$ cat config.mk
export PLATFORM = sky130hd
export DESIGN_NAME = param_grf
export DESIGN_NICKNAME = d
export VERILOG_FILES = /design/src/rtl/param_grf.sv
export SDC_FILE = /design/constraint.sdc
export NUM_CORES = 2
export LEC_CHECK = 0
export CAP_MARGIN = 5
export CORE_ASPECT_RATIO = 0.9
export CORE_MARGIN = 3
export CORE_UTILIZATION = 25
export CTS_BUF_LIST = sky130_fd_sc_hd__clkbuf_4
export DETAILED_ROUTE_END_ITERATION = 8
export PLACE_DENSITY = 0.47
export SYNTH_ARGS = -nofsm -noshare
export SYNTH_HDL_FRONTEND = slang
export SYNTH_SLANG_ARGS = --single-unit
export TNS_END_PERCENT = 10
$ cat constraint.sdc
create_clock -name clk -period 2.96 [get_ports clk]
set_input_delay 0.444 -clock clk [delete_from_list [all_inputs] [get_ports clk]]
set_output_delay 0.444 -clock clk [all_outputs]
set_load 0.02 [all_outputs]
$ cat src/rtl/param_grf.sv
// Two-write/two-read register file with a 2-bit pending-write scoreboard; GRF_BYPASS_EN enables same-cycle write forwarding.
// Latency: reads, busy flags and iss_rej are combinational; writes and counter updates take effect on the next clk rising edge.
// Backpressure: iss_rej refuses an issue whose destination counter is saturated; writes are always accepted.
module param_grf #(
    parameter int DATA_W = 32,
    parameter int ADDR_W = 5
) (
    input  logic              clk,
    input  logic              reset,
    input  logic              we0,
    input  logic [ADDR_W-1:0] wa0,
    input  logic [DATA_W-1:0] wd0,
    input  logic              we1,
    input  logic [ADDR_W-1:0] wa1,
    input  logic [DATA_W-1:0] wd1,
    input  logic [ADDR_W-1:0] ra1,
    input  logic [ADDR_W-1:0] ra2,
    output logic [DATA_W-1:0] rd1,
    output logic [DATA_W-1:0] rd2,
    input  logic              iss_en,
    input  logic [ADDR_W-1:0] iss_rd,
    output logic              iss_rej,
    output logic              busy1,
    output logic              busy2
);

    localparam int DEPTH = 1 << ADDR_W;

    typedef struct packed {
        logic              vld;
        logic [ADDR_W-1:0] addr;
        logic [DATA_W-1:0] dat;
    } wr_t;

    logic [DATA_W-1:0] regs     [DEPTH];
    logic [1:0]        cnt      [DEPTH];
    logic [1:0]        cnt_nxt  [DEPTH];
    logic [1:0]        cnt_post [DEPTH];

    wr_t  wr0;
    wr_t  wr1;
    logic iss_sat;
    logic iss_ok;

    // Writes to index 0 are dropped here so nothing downstream needs to care.
    always_comb begin
        wr0.vld  = we0 && (wa0 != '0);
        wr0.addr = wa0;
        wr0.dat  = wd0;
        wr1.vld  = we1 && (wa1 != '0);
        wr1.addr = wa1;
        wr1.dat  = wd1;
    end

    // Saturation is judged on the stored counter, before this cycle's writes.
    assign iss_sat = (cnt[iss_rd] == 2'd3);
    assign iss_ok  = iss_en && (iss_rd != '0) && !iss_sat;
    assign iss_rej = reset && iss_en && (iss_rd != '0) && iss_sat;

    always_comb begin
        for (int i = 0; i < DEPTH; i++) begin
            logic [2:0] sum;
            logic [2:0] dec;
            sum = {1'b0, cnt[i]};
            dec = 3'd0;
            if (iss_ok && (iss_rd == ADDR_W'(i)))
                sum = sum + 3'd1;
            if (wr0.vld && (wr0.addr == ADDR_W'(i)))
                dec = dec + 3'd1;
            if (wr1.vld && (wr1.addr == ADDR_W'(i)))
                dec = dec + 3'd1;
            // Net change with a floor at zero; never exceeds 3 because saturated issues are refused.
            cnt_nxt[i]  = (sum > dec) ? 2'(sum - dec) : 2'd0;
            cnt_post[i] = ({1'b0, cnt[i]} > dec) ? 2'({1'b0, cnt[i]} - dec) : 2'd0;
            if (i == 0) begin
                cnt_nxt[i]  = 2'd0;
                cnt_post[i] = 2'd0;
            end
        end
    end

    always_ff @(posedge clk or negedge reset) begin
        if (!reset) begin
            for (int i = 0; i < DEPTH; i++)
                cnt[i] <= 2'd0;
        end else begin
            for (int i = 0; i < DEPTH; i++)
                cnt[i] <= cnt_nxt[i];
        end
    end

    // Port 1 wins an address collision; index 0 is never written.
    always_ff @(posedge clk or negedge reset) begin
        if (!reset) begin
            for (int i = 0; i < DEPTH; i++)
                regs[i] <= '0;
        end else begin
            for (int i = 1; i < DEPTH; i++) begin
                if (wr1.vld && (wr1.addr == ADDR_W'(i)))
                    regs[i] <= wr1.dat;
                else if (wr0.vld && (wr0.addr == ADDR_W'(i)))
                    regs[i] <= wr0.dat;
            end
        end
    end

    function automatic logic [DATA_W-1:0] read_port(input logic [ADDR_W-1:0] ra,
                                                    input wr_t w0, input wr_t w1,
                                                    input logic [DATA_W-1:0] stored);
        logic [DATA_W-1:0] val;
        val = (ra == '0) ? '0 : stored;
`ifdef GRF_BYPASS_EN
        if (w1.vld && (w1.addr == ra))
            val = w1.dat;
        else if (w0.vld && (w0.addr == ra))
            val = w0.dat;
`else
        if (w0.vld && w1.vld && (w0.addr == ra) && (w1.addr == ra))
            val = val;
`endif
        return val;
    endfunction

    logic [DATA_W-1:0] rd1_raw;
    logic [DATA_W-1:0] rd2_raw;
    logic              busy1_raw;
    logic              busy2_raw;

    assign rd1_raw = read_port(ra1, wr0, wr1, regs[ra1]);
    assign rd2_raw = read_port(ra2, wr0, wr1, regs[ra2]);

`ifdef GRF_BYPASS_EN
    assign busy1_raw = (cnt_post[ra1] != 2'd0);
    assign busy2_raw = (cnt_post[ra2] != 2'd0);
`else
    assign busy1_raw = (cnt[ra1] != 2'd0);
    assign busy2_raw = (cnt[ra2] != 2'd0);
`endif

    // Outputs are forced quiet while reset is held, even if forwarding would match.
    assign rd1   = reset ? rd1_raw : '0;
    assign rd2   = reset ? rd2_raw : '0;
    assign busy1 = reset && busy1_raw;
    assign busy2 = reset && busy2_raw;

endmodule
Word level (Yosys, flattened, before mapping)

Cells that the tools add are included.

Register bits after elaboration: 1054
Input port bits: 94
Output and inout port bits: 67
Logic and storage cells: 632

Add/sub/neg operators: 93
$lt $le $gt $ge: 34
Eq/ne operators: 94
Multiplexer cells: 205
Bitwise operators: 3
Reductions and logical operators: 141

Operator list:

| kind                                                            | number |
|---|---|
| 32-bit 2-to-1 mux                                               | 70 |
| 32-bit binary-select mux with 5-bit select                      | 2 |
| 5-bit == test, second input constant                            | 48 |
| 3-bit 2-to-1 mux                                                | 62 |
| 5-bit by 4-bit == test with 1-bit output, second input constant | 24 |
| 1-bit logical AND                                               | 102 |
| 2-bit by 1-bit adder with 3-bit output, second input constant   | 31 |
| 3-bit by 1-bit adder with 3-bit output, second input constant   | 31 |
| 3-bit greater-than comparator                                   | 31 |
| 2-bit 2-to-1 mux                                                | 37 |
| 2-bit nonzero test                                              | 33 |
| 2-bit subtractor                                                | 31 |
| 5-bit by 3-bit == test with 1-bit output, second input constant | 12 |
| 1-bit 2-to-1 mux                                                | 31 |
| 2-bit binary-select mux with 5-bit select                       | 3 |
| 5-bit by 2-bit == test with 1-bit output, second input constant | 6 |
| 6-bit greater-or-equal comparator, second input constant        | 3 |
| 5-bit NOT with 6-bit output                                     | 3 |
| 5-bit by 1-bit == test with 1-bit output, second input constant | 3 |
| 5-bit nonzero test                                              | 3 |
| 5-bit zero test                                                 | 2 |
| 2-bit == test, second input constant                            | 1 |
| 1-bit zero test                                                 | 1 |

Depth between registers and ports, before layout

Depth after elaboration: 11
Mapped depth: 15
Gate-level depth less buffers: 12

Worst setup path before layout

No wires, ideal clock.

Path type: input -> register
Start: in iss_rd[0]
End: reg cnt[47] (netlist name)
Library setup time: 0.111 ns
Arrival: 3.323 ns
Data required time: 2.849 ns
Slack: -0.474 ns
Stages on the path: 12
Cell sequence: buf_6 > mux4_2 > mux2_4 > a221oi_4 > o21ai_2 > buf_6 > nor2_1 > mux2_2 > ha_1 > o21ai_0 > a2bb2oi_2 > a2111oi_2

RTL lines:

| element                         | line | text |
|---|---|---|
| from (decl)                     | 21   | `input logic [ADDR_W-1:0] iss_rd,` |
| to (signal, indexed assignment) | 88   | `cnt[i] <= cnt_nxt[i];` |
| to (decl)                       | 36   | `logic [1:0] cnt [DEPTH];` |

Worst setup path in the final report

Start: reg cnt[42] (netlist name)
End: out iss_rej

Longest elaborated chain between the ends: 5

RTL lines:

| element                                             | line | text |
|---|---|---|
| 2-bit binary-select mux with 5-bit select           | 56   | `assign iss_sat = (cnt[iss_rd] == 2'd3);` |
| 2-bit 2-to-1 mux (not written as such) (2 in a row) | 56   |  |
| 2-bit == test                                       | 56   |  |
| 1-bit logical AND                                   | 58   | `assign iss_rej = reset && iss_en && (iss_rd != '0) && iss_sat;` |
| to (decl)                                           | 22   | `output logic iss_rej,` |

No other way between the ends. The select of a mux whose other input is x is not followed.

==> flow_metrics.env <==
export IMPL_max_stage_delay_ns=0.49
export IMPL_post_place_ws_ns=-1.122
export IMPL_dpl_hpwl_mm=203.0
export IMPL_crit_slowest_cell="mux4_2"
export IMPL_viasPerCell=5.266
export IMPL_drive_gt1_share_pct=31.39
export IMPL_crit_type="flip-flop to primary output"
export IMPL_fin_worst_skew_ns=0.05877
export IMPL_path_clk_slew_ns=0.06
export IMPL_hold_path_class="primary input to asynchronous set/reset pin"
export IMPL_fmax_mhz=262.4
export IMPL_cp_top_family="multiplexers"
export IMPL_finalCriticalPeriod_ns=3.812
export IMPL_antenna_found_initial=11
export IMPL_end_kind="primary output"
export IMPL_ctsHtreeMaxLevel=5
export IMPL_avgRoutedWirePerCell_um=28.05
export IMPL_ios=161
export IMPL_seq_area_frac_synth_pct=37.98
export IMPL_cts_root_buf="clkbuf_4"
export IMPL_port_buffers=160
export IMPL_violations="negative setup slack"
export IMPL_met1_usage_pct=28.62
export IMPL_grt_usage_pct=21.11
export IMPL_ys_warn_count=32
export IMPL_final_cell_mix="nand2_1, dfrtp_1, mux2i_1, o21ai_0, buf_4"
export IMPL_crit_cells=9
export IMPL_grt_pass1_wl_mm=439.3
export IMPL_drv_cap=0
export IMPL_top_usage_layer="met2"
export IMPL_cts_tree="yes"
export IMPL_place_congestion=0.8823
export IMPL_power_leakage_nw=38.89
export IMPL_slew_headroom_pct=19.14
export IMPL_final_setup_viol_count=106
export IMPL_timing_final_ws_setup_ns=-0.8517
export IMPL_cts_made_buffers=314
export IMPL_synth_nets=6746
export IMPL_use_met3_pct=4.689
export IMPL_grt_max_degree=161
export IMPL_final_antenna_net_count=0
export IMPL_num_nets_final=7302
export IMPL_routed_wl_mm=306.9
export IMPL_die_x_um=561.6
export IMPL_peakVddDrop_mv=0.2536
export IMPL_syn_to_final_growth_pct=25.20
export IMPL_initial_core_util_pct=25.27
export IMPL_crit_fanout=2
export IMPL_clk_latency_ns=1.18
export IMPL_grt_overflow_total=0
export IMPL_arrival_ns=3.37
export IMPL_vias=57620
export IMPL_syn_avg_cell_area_um2=10.69
export IMPL_cp_start_kind="flip-flop"
export IMPL_ys_seq_elements=1054
export IMPL_clock_sinks=1054
export IMPL_cp_num_buf_inv=3
export IMPL_hold_slack_ns=0.1229
export IMPL_yosysTopAreaCellShare_pct=37.98
export IMPL_fp_coreArea_mm2=0.2749
export IMPL_drtIter0Drc=5977
export IMPL_required_ns=2.52
export IMPL_p_per_area_mw_per_mm2=573.6
export IMPL_fin_crit_sh_pct=128.8
export IMPL_cts_buffer_depth=4
export IMPL_maxSlewViolCount=0
export IMPL_ff2ff_path_depth=14
export IMPL_ys_top_cells_by_area="dfrtp_1, mux4_2, mux2i_1, o21ai_0, nand2_1"
export IMPL_met2_usage_pct=32.46
export IMPL_drtPass1Iterations=5
export IMPL_die_area_mm2=0.2841
export IMPL_core_rowCount=182
export IMPL_setup_tns_ns=-41.84
export IMPL_die_h_um=506.0
export IMPL_worst_slew_pin_transition_ns=1.213
export IMPL_drc=0
export IMPL_outcome="finished, violations left"
export IMPL_grt_pass1_vias=58310
export IMPL_finalHoldViolations=0
export IMPL_cp_cell_sequence="mux4_2 > mux2_4 > a221oi_4 > or2_1 > buf_6 > buf_6 > o21ai_2 > o2111a_1 > buf_6"
export IMPL_rsz0062_at_grt="true"
export IMPL_synth_area_mm2=0.06944
export IMPL_synth_top_area_cell="dfrtp_1"
export IMPL_mostFrequentLayoutCell="nand2_1"
export IMPL_r2r_slack_ns=-0.32
export IMPL_synth_cells=6497
export IMPL_crit_path_frequent_cell="buf_6"
export IMPL_synth_distinct_cells=54
-- logic make-up after synthesis --
group	synth area share [%]
xor gates and xnor gates	0.6432
DFF	37.98
muxes	36.20
buffers and inverters	4.767
AOI/OAI and AO/OA	9.551
and+or+nand+nor	8.059
adders and majority gates	2.793
-- power by group --
| group | leakage, nW | total [W] | switching [W] | internal (W) |
|---|---|---|---|---|
| Combinational | 23.2 | 0.0146 | 0.00693 | 0.00765 |
| Clock | 2.27 | 0.0146 | 0.00716 | 0.00742 |
| Sequential | 13.4 | 0.0207 | 0.00283 | 0.0179 |
| Total | 38.9 | 0.0499 | 0.0169 | 0.0330 |
-- cells in the mapped netlist, drive strengths merged --
master   number
a32o          1
a21oi       100
nor2b        19
mux2i      1059
or4           2
a21boi        2
a22o         65
nor4b         1
a211o         1
clkbuf      485
o21ai      1042
inv         130
nor2        147
o2111a        1
xnor2        17
a22oi         4
and3b         1
xor2         34
dfrtp      1054
nand3        17
a211oi        7
a2bb2oi       3
nor4          2
or3           6
or4b          1
o21a          1
mux4        595
o211ai        1
nand2b       16
buf         232
nor3         41
or2           2
and3          9
o22ai         5
nand3b        5
nand4        18
ha          155
a2111oi       3
a32oi         1
nand2      1093
and2         16
o221a         2
a221oi        1
mux2        100
-- final timing paths --
kind / start / to
worst max-delay path: cnt[42] / iss_rej
worst min-delay path: reset / regs[351]
worst max register to register: cnt[42] / cnt[55]
worst min register to register: regs[559] / regs[559]
max in group asynchronous: reset / regs[626]
min in group clk: wd0[14] / regs[398]
-- per-layer routing --
metal | wire length, um | part of all wire [%]
met1 | 131000 | 43
met2 | 137700 | 45
met3 | 24530 | 8.0
met4 | 13670 | 4.5
met5 | 0 | 0
-- sequential cells by signal, summed over array words and instances (netlist names) --
register  flops
cnt          62
regs        992
-- layout make-up --
cell class                 count  area, um^2
antenna                       10       25.02
tap                         3680        4604
multi-input combinational   4596       41550
clock buffer                 450        3378
clock inverter                64       401.6
fill                       28060      187900
timing repair buffer         957       10120
inverter                     130       488.0
sequential                  1054       26380
-- stage by stage --
step / total power (W) / cells / cell area, um^2 / utilization (%)
3_5_place_dp: 0.03476 / 10410 / 81970 / 29.82
4_1_cts: 0.04993 / 10930 / 86530 / 31.48
6_report: 0.04987 / 10940 / 86940 / 31.63
5_1_grt: 0.05266 / 10940 / 86930 / 31.63
3_3_place_gp: 0.03425 / 10410 / 81970 / 29.82
2_1_floorplan: 0.02883 / 6497 / 69650 / -
-- timing repair --
action	CTS	global route
setup endpoints to repair	110	124
hold buffers	2	0
resized for setup	304	93
buffers inserted	5	7
pin swaps	21	17
endpoints found under the hold margin	234	0
-- worst register-to-register path: stages, from the launching register on --
cell and delay (ns):
dfrtp_1 0.42, mux4_2 0.49, mux2_4 0.30, a221oi_4 0.28, buf_4 0.15, o21ai_2 0.06, buf_12 0.17, nor2_4 0.13
mux2_4 0.32, ha_4 0.28, and2_4 0.14, nor2b_1 0.13, o21ai_1 0.07, o21ai_1 0.07, o221a_2 0.17
(Power assumes the default switching activity.)
